$ cat config.mk
export PLATFORM = sky130hd
export DESIGN_NAME = multi_debouncer
export DESIGN_NICKNAME = d
export VERILOG_FILES = /design/src/rtl/multi_debouncer_pkg.sv /design/src/rtl/D_FFRE.sv /design/src/rtl/debounce_channel.sv /design/src/rtl/multi_debouncer.sv
export SDC_FILE = /design/constraint.sdc
export NUM_CORES = 1
export LEC_CHECK = 0
export BUFFER_PORTS_ARGS = -buffer_cell sky130_fd_sc_hd__buf_2
export CAP_MARGIN = 30
export CORE_ASPECT_RATIO = 1.1
export CORE_UTILIZATION = 40
export DETAILED_ROUTE_END_ITERATION = 10
export HOLD_SLACK_MARGIN = 0.15
export PLACE_DENSITY = 0.66
export RECOVER_POWER = 50
export SETUP_SLACK_MARGIN = 0.2
export SYNTH_ARGS = -nofsm -noshare
export SYNTH_HDL_FRONTEND = slang
export SYNTH_SLANG_ARGS = --single-unit
$ cat constraint.sdc
create_clock -name clk -period 1.6 [get_ports clk]
set_input_delay 0.16 -clock clk [delete_from_list [all_inputs] [get_ports clk]]
set_output_delay 0.16 -clock clk [all_outputs]
set_load 0.05 [all_outputs]
$ cat src/rtl/multi_debouncer_pkg.sv
// Shared definitions for the multi-channel key conditioner.
// State encoding is fixed so other blocks and debug tools can decode it.
package multi_debouncer_pkg;

    typedef enum logic [1:0] {
        IDLE         = 2'b00,
        WAIT_PRESS   = 2'b01,
        PRESSED      = 2'b10,
        WAIT_RELEASE = 2'b11
    } state_t;

endpackage

$ cat src/rtl/D_FFRE.sv
// Generic register with synchronous active-high reset and clock enable.
module D_FFRE #(
    parameter int            W       = 1,
    parameter logic [W-1:0]  RST_VAL = '0
) (
    input  logic         clk,
    input  logic         reset,
    input  logic         en,
    input  logic [W-1:0] d,
    output logic [W-1:0] q
);

    always_ff @(posedge clk) begin
        if (reset) begin
            q <= RST_VAL;
        end else if (en) begin
            q <= d;
        end
    end

endmodule

$ cat src/rtl/debounce_channel.sv
// One key channel: 2-flop synchroniser, lock-out debounce FSM, hold timer.
// The release pulse is named rel because release is a reserved word.
module debounce_channel
    import multi_debouncer_pkg::*;
#(
    parameter int CNT_W      = 3,
    parameter int HOLD_W     = 8,
    parameter bit ACTIVE_LOW = 1'b1
) (
    input  logic clk,
    input  logic reset,
    input  logic en,
    input  logic key,
    output logic level,
    output logic press,
    output logic rel,
    output logic hold
);

    localparam logic [CNT_W-1:0]  CNT_ONE   = 1;
    localparam logic [HOLD_W-1:0] HOLD_LAST = {{(HOLD_W-1){1'b1}}, 1'b0};

    function automatic logic [HOLD_W-1:0] sat_inc(input logic [HOLD_W-1:0] v);
        return (v == '1) ? v : v + 1'b1;
    endfunction

    logic sync_p0;
    logic sync_p1;
    logic act;

    // Synchroniser resets to the idle key level so no press appears after reset.
    D_FFRE #(.W(1), .RST_VAL(ACTIVE_LOW)) u_sync_p0 (
        .clk   (clk),
        .reset (reset),
        .en    (1'b1),
        .d     (key),
        .q     (sync_p0)
    );

    D_FFRE #(.W(1), .RST_VAL(ACTIVE_LOW)) u_sync_p1 (
        .clk   (clk),
        .reset (reset),
        .en    (1'b1),
        .d     (sync_p0),
        .q     (sync_p1)
    );

    assign act = ACTIVE_LOW ? ~sync_p1 : sync_p1;

    state_t            state;
    logic [CNT_W-1:0]  cnt;
    logic [HOLD_W-1:0] hcnt;

    always_ff @(posedge clk) begin
        if (reset) begin
            state <= IDLE;
            cnt   <= '0;
            hcnt  <= '0;
            level <= 1'b0;
            press <= 1'b0;
            rel   <= 1'b0;
            hold  <= 1'b0;
        end else begin
            press <= 1'b0;
            rel   <= 1'b0;
            hold  <= 1'b0;
            case (state)
                IDLE: begin
                    cnt  <= '0;
                    hcnt <= '0;
                    if (act) begin
                        state <= WAIT_PRESS;
                        press <= 1'b1;
                        level <= 1'b1;
                    end
                end
                WAIT_PRESS: begin
                    hcnt <= '0;
                    if (cnt == '1) begin
                        state <= PRESSED;
                    end else if (en) begin
                        cnt <= cnt + CNT_ONE;
                    end
                end
                PRESSED: begin
                    cnt <= '0;
                    // hold fires only on the tick that lands exactly on all-ones
                    if (en) begin
                        hcnt <= sat_inc(hcnt);
                        if (hcnt == HOLD_LAST) begin
                            hold <= 1'b1;
                        end
                    end
                    if (!act) begin
                        state <= WAIT_RELEASE;
                        rel   <= 1'b1;
                    end
                end
                WAIT_RELEASE: begin
                    hcnt <= '0;
                    if (cnt == '1) begin
                        state <= IDLE;
                        level <= 1'b0;
                    end else if (en) begin
                        cnt <= cnt + CNT_ONE;
                    end
                end
                default: begin
                    state <= IDLE;
                    level <= 1'b0;
                end
            endcase
        end
    end

endmodule

$ cat src/rtl/multi_debouncer.sv
// N independent key conditioners sharing one clock and one slow tick.
// The release pulse bus is named rel because release is a reserved word.
module multi_debouncer
    import multi_debouncer_pkg::*;
#(
    parameter int N          = 4,
    parameter int CNT_W      = 3,
    parameter int HOLD_W     = 8,
    parameter bit ACTIVE_LOW = 1'b1
) (
    input  logic         clk,
    input  logic         reset,
    input  logic         en,
    input  logic [N-1:0] in,
    output logic [N-1:0] level,
    output logic [N-1:0] press,
    output logic [N-1:0] rel,
    output logic [N-1:0] hold
);

    for (genvar i = 0; i < N; i++) begin : g_ch
        debounce_channel #(
            .CNT_W      (CNT_W),
            .HOLD_W     (HOLD_W),
            .ACTIVE_LOW (ACTIVE_LOW)
        ) u_ch (
            .clk   (clk),
            .reset (reset),
            .en    (en),
            .key   (in[i]),
            .level (level[i]),
            .press (press[i]),
            .rel   (rel[i]),
            .hold  (hold[i])
        );
    end

endmodule

==> results of run 1 <==
-- per-stage QoR --
step | setup TNS [ps] | area, µm² | hold slack [ps] | util
CTS | 0 | 4420 | 153 | 0.491
floorplan | 0 | 3820 | 264 | -
global route | 0 | 4590 | 184 | 0.510
global placement | 0 | 4020 | 344 | 0.447
detailed placement | -34.7 | 4020 | 348 | 0.447
finish | 0 | 4590 | 172 | 0.510
-- kinds of logic (layout without fill, tap and decap cells) --
kind of cell	count (synthesis)	in the layout
simple gates	155	155
compound gates	77	77
flops	76	76
buf+inv	51	95
fa+ha+maj	37	37
mux	15	15
xor+xnor	6	6
-- synth_stat cells, types with 5 or more instances --
master	number	area, µm²
o21ai_0	13	65.1
nor2b_1	7	43.8
or3_1	9	56.3
nand2_1	28	105
buf_2	5	25.0
ha_1	37	463
nand4_1	7	43.8
buf_4	18	135
or2_2	9	56.3
nand3_1	19	95.1
inv_1	24	90.1
nor3_1	12	60.1
a21oi_1	23	115
mux2i_1	15	150
nor3b_1	5	37.5
nor2_1	37	139
dfxtp_1	76	1520
-- cell type report --
| cell class | count | area, µm² | share of cell area |
|---|---|---|---|
| multi-input combinational | 290 | 2260 | 0.493 |
| sequential | 76 | 1550 | 0.337 |
| timing repair buffer | 55 | 357 | 0.0777 |
| tap | 114 | 143 | 0.0311 |
| clock buffer | 10 | 128 | 0.0278 |
| inverter | 24 | 97.6 | 0.0213 |
| clock inverter | 6 | 55.1 | 0.0120 |
-- worst min-delay path by stage --
stage,start,endpoint,slack (ps),depth (start not counted)
finish,reset,g_ch[1].u_ch.level,170,2
global route,reset,g_ch[1].u_ch.level,180,2
detailed placement,in[2],g_ch[2].u_ch.u_sync_p0.q,350,2
CTS,reset,g_ch[1].u_ch.level,150,2
global placement,in[2],g_ch[2].u_ch.u_sync_p0.q,340,2
floorplan,in[0],g_ch[0].u_ch.u_sync_p0.q,260,1
-- routing by layer --
| metal | global-route usage | wire (µm) | vias up |
|---|---|---|---|
| met4 | 0.0823 | 175 | 0 |
| met3 | 0.0307 | 164 | 14 |
| met5 | 0 | 0 | - |
| met2 | 0.279 | 3970 | 36 |
| met1 | 0.187 | 3470 | 1434 |
| li1 | - | - | 1542 |
-- where the power goes --
group,internal (µW),switching (µW),leakage [µW]
registers,2060,145,0.000624
logic,662,851,0.000960
clock network,707,670,0.0000996
total,3420,1670,0.00168
-- worst register-to-register path, cell delays in order, from the launching register on --
cell,delay [ps]
dfxtp_4,400
ha_4,160
nand4_1,110
o22ai_2,190
buf_4,150
buf_6,80
nand2b_4,160
o32ai_1,100
-- timing repair --
item                                   in CTS  in global routing
pin swaps                                   8                 18
endpoints found under the hold margin       4                  0
buffers inserted                           10                  4
gates cloned                                0                  0
setup endpoints to repair                  38                 46
resized for setup                          28                 61
hold buffers                                4                  0
==> flow_summary.yaml, run 1 <==
run_status:
  status: "complete, no violations"
sta:
  finalCritPeriodShare: 0.936
  fin_skew_ps: 3.72
  tightest_slew_ps: 712
  finalHoldViolations: 0
  grt_setup_unrepaired: "yes"
  period_needed_ps: 1500
  slew_headroom: 0.526
  drv_slew: 0
  fmax_ghz: 0.668
  setup_viol: 0
  final.setup.worst_slack_ps: 103
final_layout:
  syn2layout_area_growth_pct: 21.3
  antennaDiodeCount: 0
  fin_nets: 500
  mostFrequentLayoutCells: "62 x dfxtp_1, 33 x nor2_1, 28 x nand2_1, 25 x buf_4, 22 x ha_1"
  fill_cells: 890
  drive_gt1_frac: 0.282
  largest_reg_flops: 32
  top_register: "g_ch.u_ch.hcnt"
  fin_cells: 575
  layout_commonest_cell: "dfxtp_1"
  reg_top3: "g_ch.u_ch.hcnt: 32 flops, g_ch.u_ch.cnt: 12 flops, g_ch.u_ch.state: 8 flops"
synth:
  post_synth_and_or_nand_nor_area_fraction: 0.215
  synth.distinct_cells: 53
  synth_xor_area_frac: 0.0139
  yosysSeqAreaShare: 0.402
  synth_compound_area_frac: 0.137
  syn-num-nets: 461
  synth_edf_count: 0
  synthMuxAreaShare: 0.0397
  syn_area_per_cell_um2: 9.07
  synthAdderAreaFrac: 0.122
  async_reset_ff_frac: 0
  ys_warn_count: 0
  synth_top_family_by_area: "simple AND/OR/NAND/NOR gates"
  syn_inst: 417
  synthFlopType: "dfxtp_1"
  netlist_area_um2: 3780
  ys_ff_latch: 76
setup_path:
  worst-path-buf-inv: 2
  crit_path_max_fanout: 6
  timing.reg2reg.setup_slack_ps: 100
  r2r-start: "g_ch[3].u_ch.state[1]"
  cp-startpoint: "g_ch[3].u_ch.state[1]"
  worst-path-stages: 7
  cp_slowest_cell: "dfxtp_4"
  crit_end: "g_ch[3].u_ch.hcnt[6]"
  cp.required_ps: 1800
  cp_data_arrival_time_ps: 1700
  critical-path-top-delay-family: "flip-flops"
  worst_setup_path_end_kind: "register"
  critPathKind: "reg -> reg"
  reg2reg_depth: 7
  r2r_end: "g_ch[3].u_ch.hcnt[6]"
  crit_chain: "ha_4 -> nand4_1 -> o22ai_2 -> buf_4 -> buf_6 -> nand2b_4 -> o32ai_1"
  critPathLaunchType: "register"
  slowest_delay_ps: 400
worst_hold_path:
  hold_class: "in -> reg"
clocking:
  htree_levels: 3
  cts_buffer_depth: 2
  clock-root-buffer: "clkbuf_8"
  cts_sinks: 76
  numCtsBuffers: 9
  clk_pin_slew_ps: 80
  insertion_delay_ps: 340
  cts_tree: "yes"
power_and_ir_drop:
  power_density_nw_per_um2: 1110
  p_leak_uw: 0.00168
  vdd_drop_max_uv: 728
  power.total_uw: 5090
placed_design:
  place.gp.congestion: 0.835
  portBuffers: 22
  preCtsSetupSlack_ps: -34.7
  dp_cells: 541
  dp_hpwl_um: 5100
die:
  dieArea_um2: 9850
  die_w_um: 94.7
  start_util: 0.420
  rows: 36
  die_h_um: 104
  core_area_um2: 9010
  io_pins: 23
drt:
  drc: 0
  routedWlPerCell_um: 13.5
  drtIter0Drc: 81
  ant_nets: 0
  wl_um: 7770
  drt-vias-per-instance: 5.26
  vias: 3026
  firstDrtPassIters: 4
global_routing:
  antenna_found_initial: 0
  grt-ovfl-total: 0
  grt.total_usage: 0.162
  grt_pass1_wl_um: 12900
  grt_max_degree: 38
  grt_pass1_vias: 2956
job:
  maxCapViolCount: 0
Note: power is estimated with default switching activity, not from simulation.
==> run 2: changes to the inputs <==
--- a/config.mk
+++ b/config.mk
@@ -8,10 +8,10 @@
 export BUFFER_PORTS_ARGS = -buffer_cell sky130_fd_sc_hd__buf_2
 export CAP_MARGIN = 30
 export CORE_ASPECT_RATIO = 1.1
-export CORE_UTILIZATION = 40
+export CORE_UTILIZATION = 54
 export DETAILED_ROUTE_END_ITERATION = 10
 export HOLD_SLACK_MARGIN = 0.15
-export PLACE_DENSITY = 0.66
+export PLACE_DENSITY = 0.83
 export RECOVER_POWER = 50
 export SETUP_SLACK_MARGIN = 0.2
 export SYNTH_ARGS = -nofsm -noshare
==> run 2 against run 1 <==
Net effect: via count increased by 5.9%; largest cell class unchanged; utilization increased by 19 points; largest power group unchanged; highest routed layer unchanged; non-clock buffer count decreased by 1; register-to-register slack got worse by 40 ps; die area decreased by 25%; sequential share of layout area decreased by 0.55 points; cell count decreased by 5.7%; global-route usage increased by 6.5 points.
==> flow_summary.yaml, run 2 (synthesized netlist as in run 1, its figures left out) <==
die:
  start_util: 0.567
  core_area_um2: 6670
  rows: 31
  die_w_um: 81.8
  dieArea_um2: 7350
  io_pins: 23
  die_h_um: 89.8
final_layout:
  fill_cells: 463
  seq_area_um2: 1550
  syn2layout_area_growth_pct: 23.8
  largest_reg_flops: 32
  top_register: "g_ch.u_ch.hcnt"
  utilization: 0.702
  reg_top3: "g_ch.u_ch.hcnt: 32 flops, g_ch.u_ch.cnt: 12 flops, g_ch.u_ch.state: 8 flops"
  multi_input_area_um2: 2370
  mostFrequentLayoutCells: "61 x dfxtp_1, 32 x nor2_1, 27 x nand2_1, 22 x ha_1"
  post-route-cell-area_um2: 4690
  layout_commonest_cell: "dfxtp_1"
  drive_gt1_frac: 0.270
  antennaDiodeCount: 0
  fin_nets: 499
sta:
  tightest_slew_ps: 928
  tns_ps: 0
  drv_slew: 0
  fmax_ghz: 0.649
  finalCritPeriodShare: 0.964
  fin_skew_ps: 7.39
  final.setup.worst_slack_ps: 58.3
  slew_headroom: 0.381
  setup_viol: 0
  period_needed_ps: 1540
  grt_setup_unrepaired: "yes"
  finalHoldViolations: 0
  timing.hold.ws_ps: 271
power_and_ir_drop:
  p_leak_uw: 0.00171
  pwr-share-clk: 0.286
  p_int_uw: 3480
  p_sw_uw: 1760
  vdd_drop_max_uv: 977
  power_frac_seq: 0.417
  p_sw_frac: 0.335
  power_density_nw_per_um2: 1120
  combPwrFrac: 0.297
drt:
  vias: 3206
  drt-vias-per-instance: 5.92
  wl_um: 8820
  drc: 0
  drtIter0Drc: 132
  routedWlPerCell_um: 16.3
  ant_nets: 0
  firstDrtPassIters: 5
global_routing:
  grt_pass1_wl_um: 12900
  grt.total_usage: 0.227
  grt_max_degree: 31
  antenna_found_initial: 0
  grt-ovfl-total: 0
  grt_pass1_vias: 2958
job:
  maxCapViolCount: 0
placed_design:
  place.gp.congestion: 0.832
  dp_hpwl_um: 4850
  postPlaceCellArea_um2: 3990
  portBuffers: 22
  preCtsSetupSlack_ps: 1.72
clocking:
  clock-root-buffer: "clkbuf_8"
  cts_tree: "yes"
  numCtsBuffers: 9
  cts_sinks: 76
  cts_buffer_depth: 2
  htree_levels: 3
  clk_pin_slew_ps: 80
  insertion_delay_ps: 360
setup_path:
  critPathLaunchType: "register"
  critPathKind: "reg -> reg"
  worst_setup_path_end_kind: "register"
  cp.required_ps: 1850
  cp_data_arrival_time_ps: 1790
  crit_path_max_fanout: 4
run_status:
  status: "complete, no violations"
worst_hold_path:
  hold_class: "in -> reg"
## run 2: area by class of cell
class	count	share of cell area
multi-input cells	290	0.506
inverters	24	0.0203
clock inverters	5	0.0107
repair buffers	54	0.0777
clock buffers	11	0.0323
well taps	82	0.0219
flip-flops and latches	76	0.331
## run 2: through the flow
| stage | instances | power (µW) |
|---|---|---|
| floorplan | 417 | 3150 |
| global placement | 510 | 3330 |
| detailed placement | 510 | 3400 |
| CTS | 533 | 5010 |
| global route | 542 | 5510 |
| finish | 542 | 5240 |
## run 2: power by group through the flow
stage                     clock (µW)  sequential [µW]  combinational [µW]
after floorplan                    0             2180                 967
after global placement             0             2190                1140
after detailed placement           0             2200                1200
after CTS                       1520             2170                1320
after global routing            1620             2200                1690
final                           1500             2190                1550
## run 2: final timing paths
kind / start / end / slack, ps / cells past startpoint
worst max-delay path: g_ch[3].u_ch.state[0] / g_ch[3].u_ch.hcnt[4] / 60 / 7
worst max register to register: g_ch[3].u_ch.state[0] / g_ch[3].u_ch.hcnt[4] / 60 / 7
worst min register to register: g_ch[1].u_ch.u_sync_p0.q / g_ch[1].u_ch.u_sync_p1.q / 410 / 1
worst min-delay path: en / g_ch[3].u_ch.hold / 270 / 3
## run 2: critical path: stages (launching register included)
cell and delay (ps):
dfxtp_4 350, inv_4 70, ha_4 150, nand4_1 160, o22ai_4 220, buf_4 170
a21oi_1 40, o32ai_1 290
## run 2: timing repair
item / 4_1_cts / 5_1_grt
pin swaps: 8 / 12
resized for setup: 36 / 63
endpoints found under the setup margin: 34 / 44
buffers inserted: 3 / 9
cloned: 0 / 0
hold buffers: 4 / 0
hold endpoints to repair: 4 / 0
## run 2: routing by layer
layer	vias to the layer above	wire (µm)	track usage	share of wire
li1	1534	-	-	-
met1	1556	3510	0.254	0.40
met4	0	244	0.108	0.028
met3	27	324	0.0640	0.037
met5	-	0	0	0
met2	89	4740	0.385	0.54
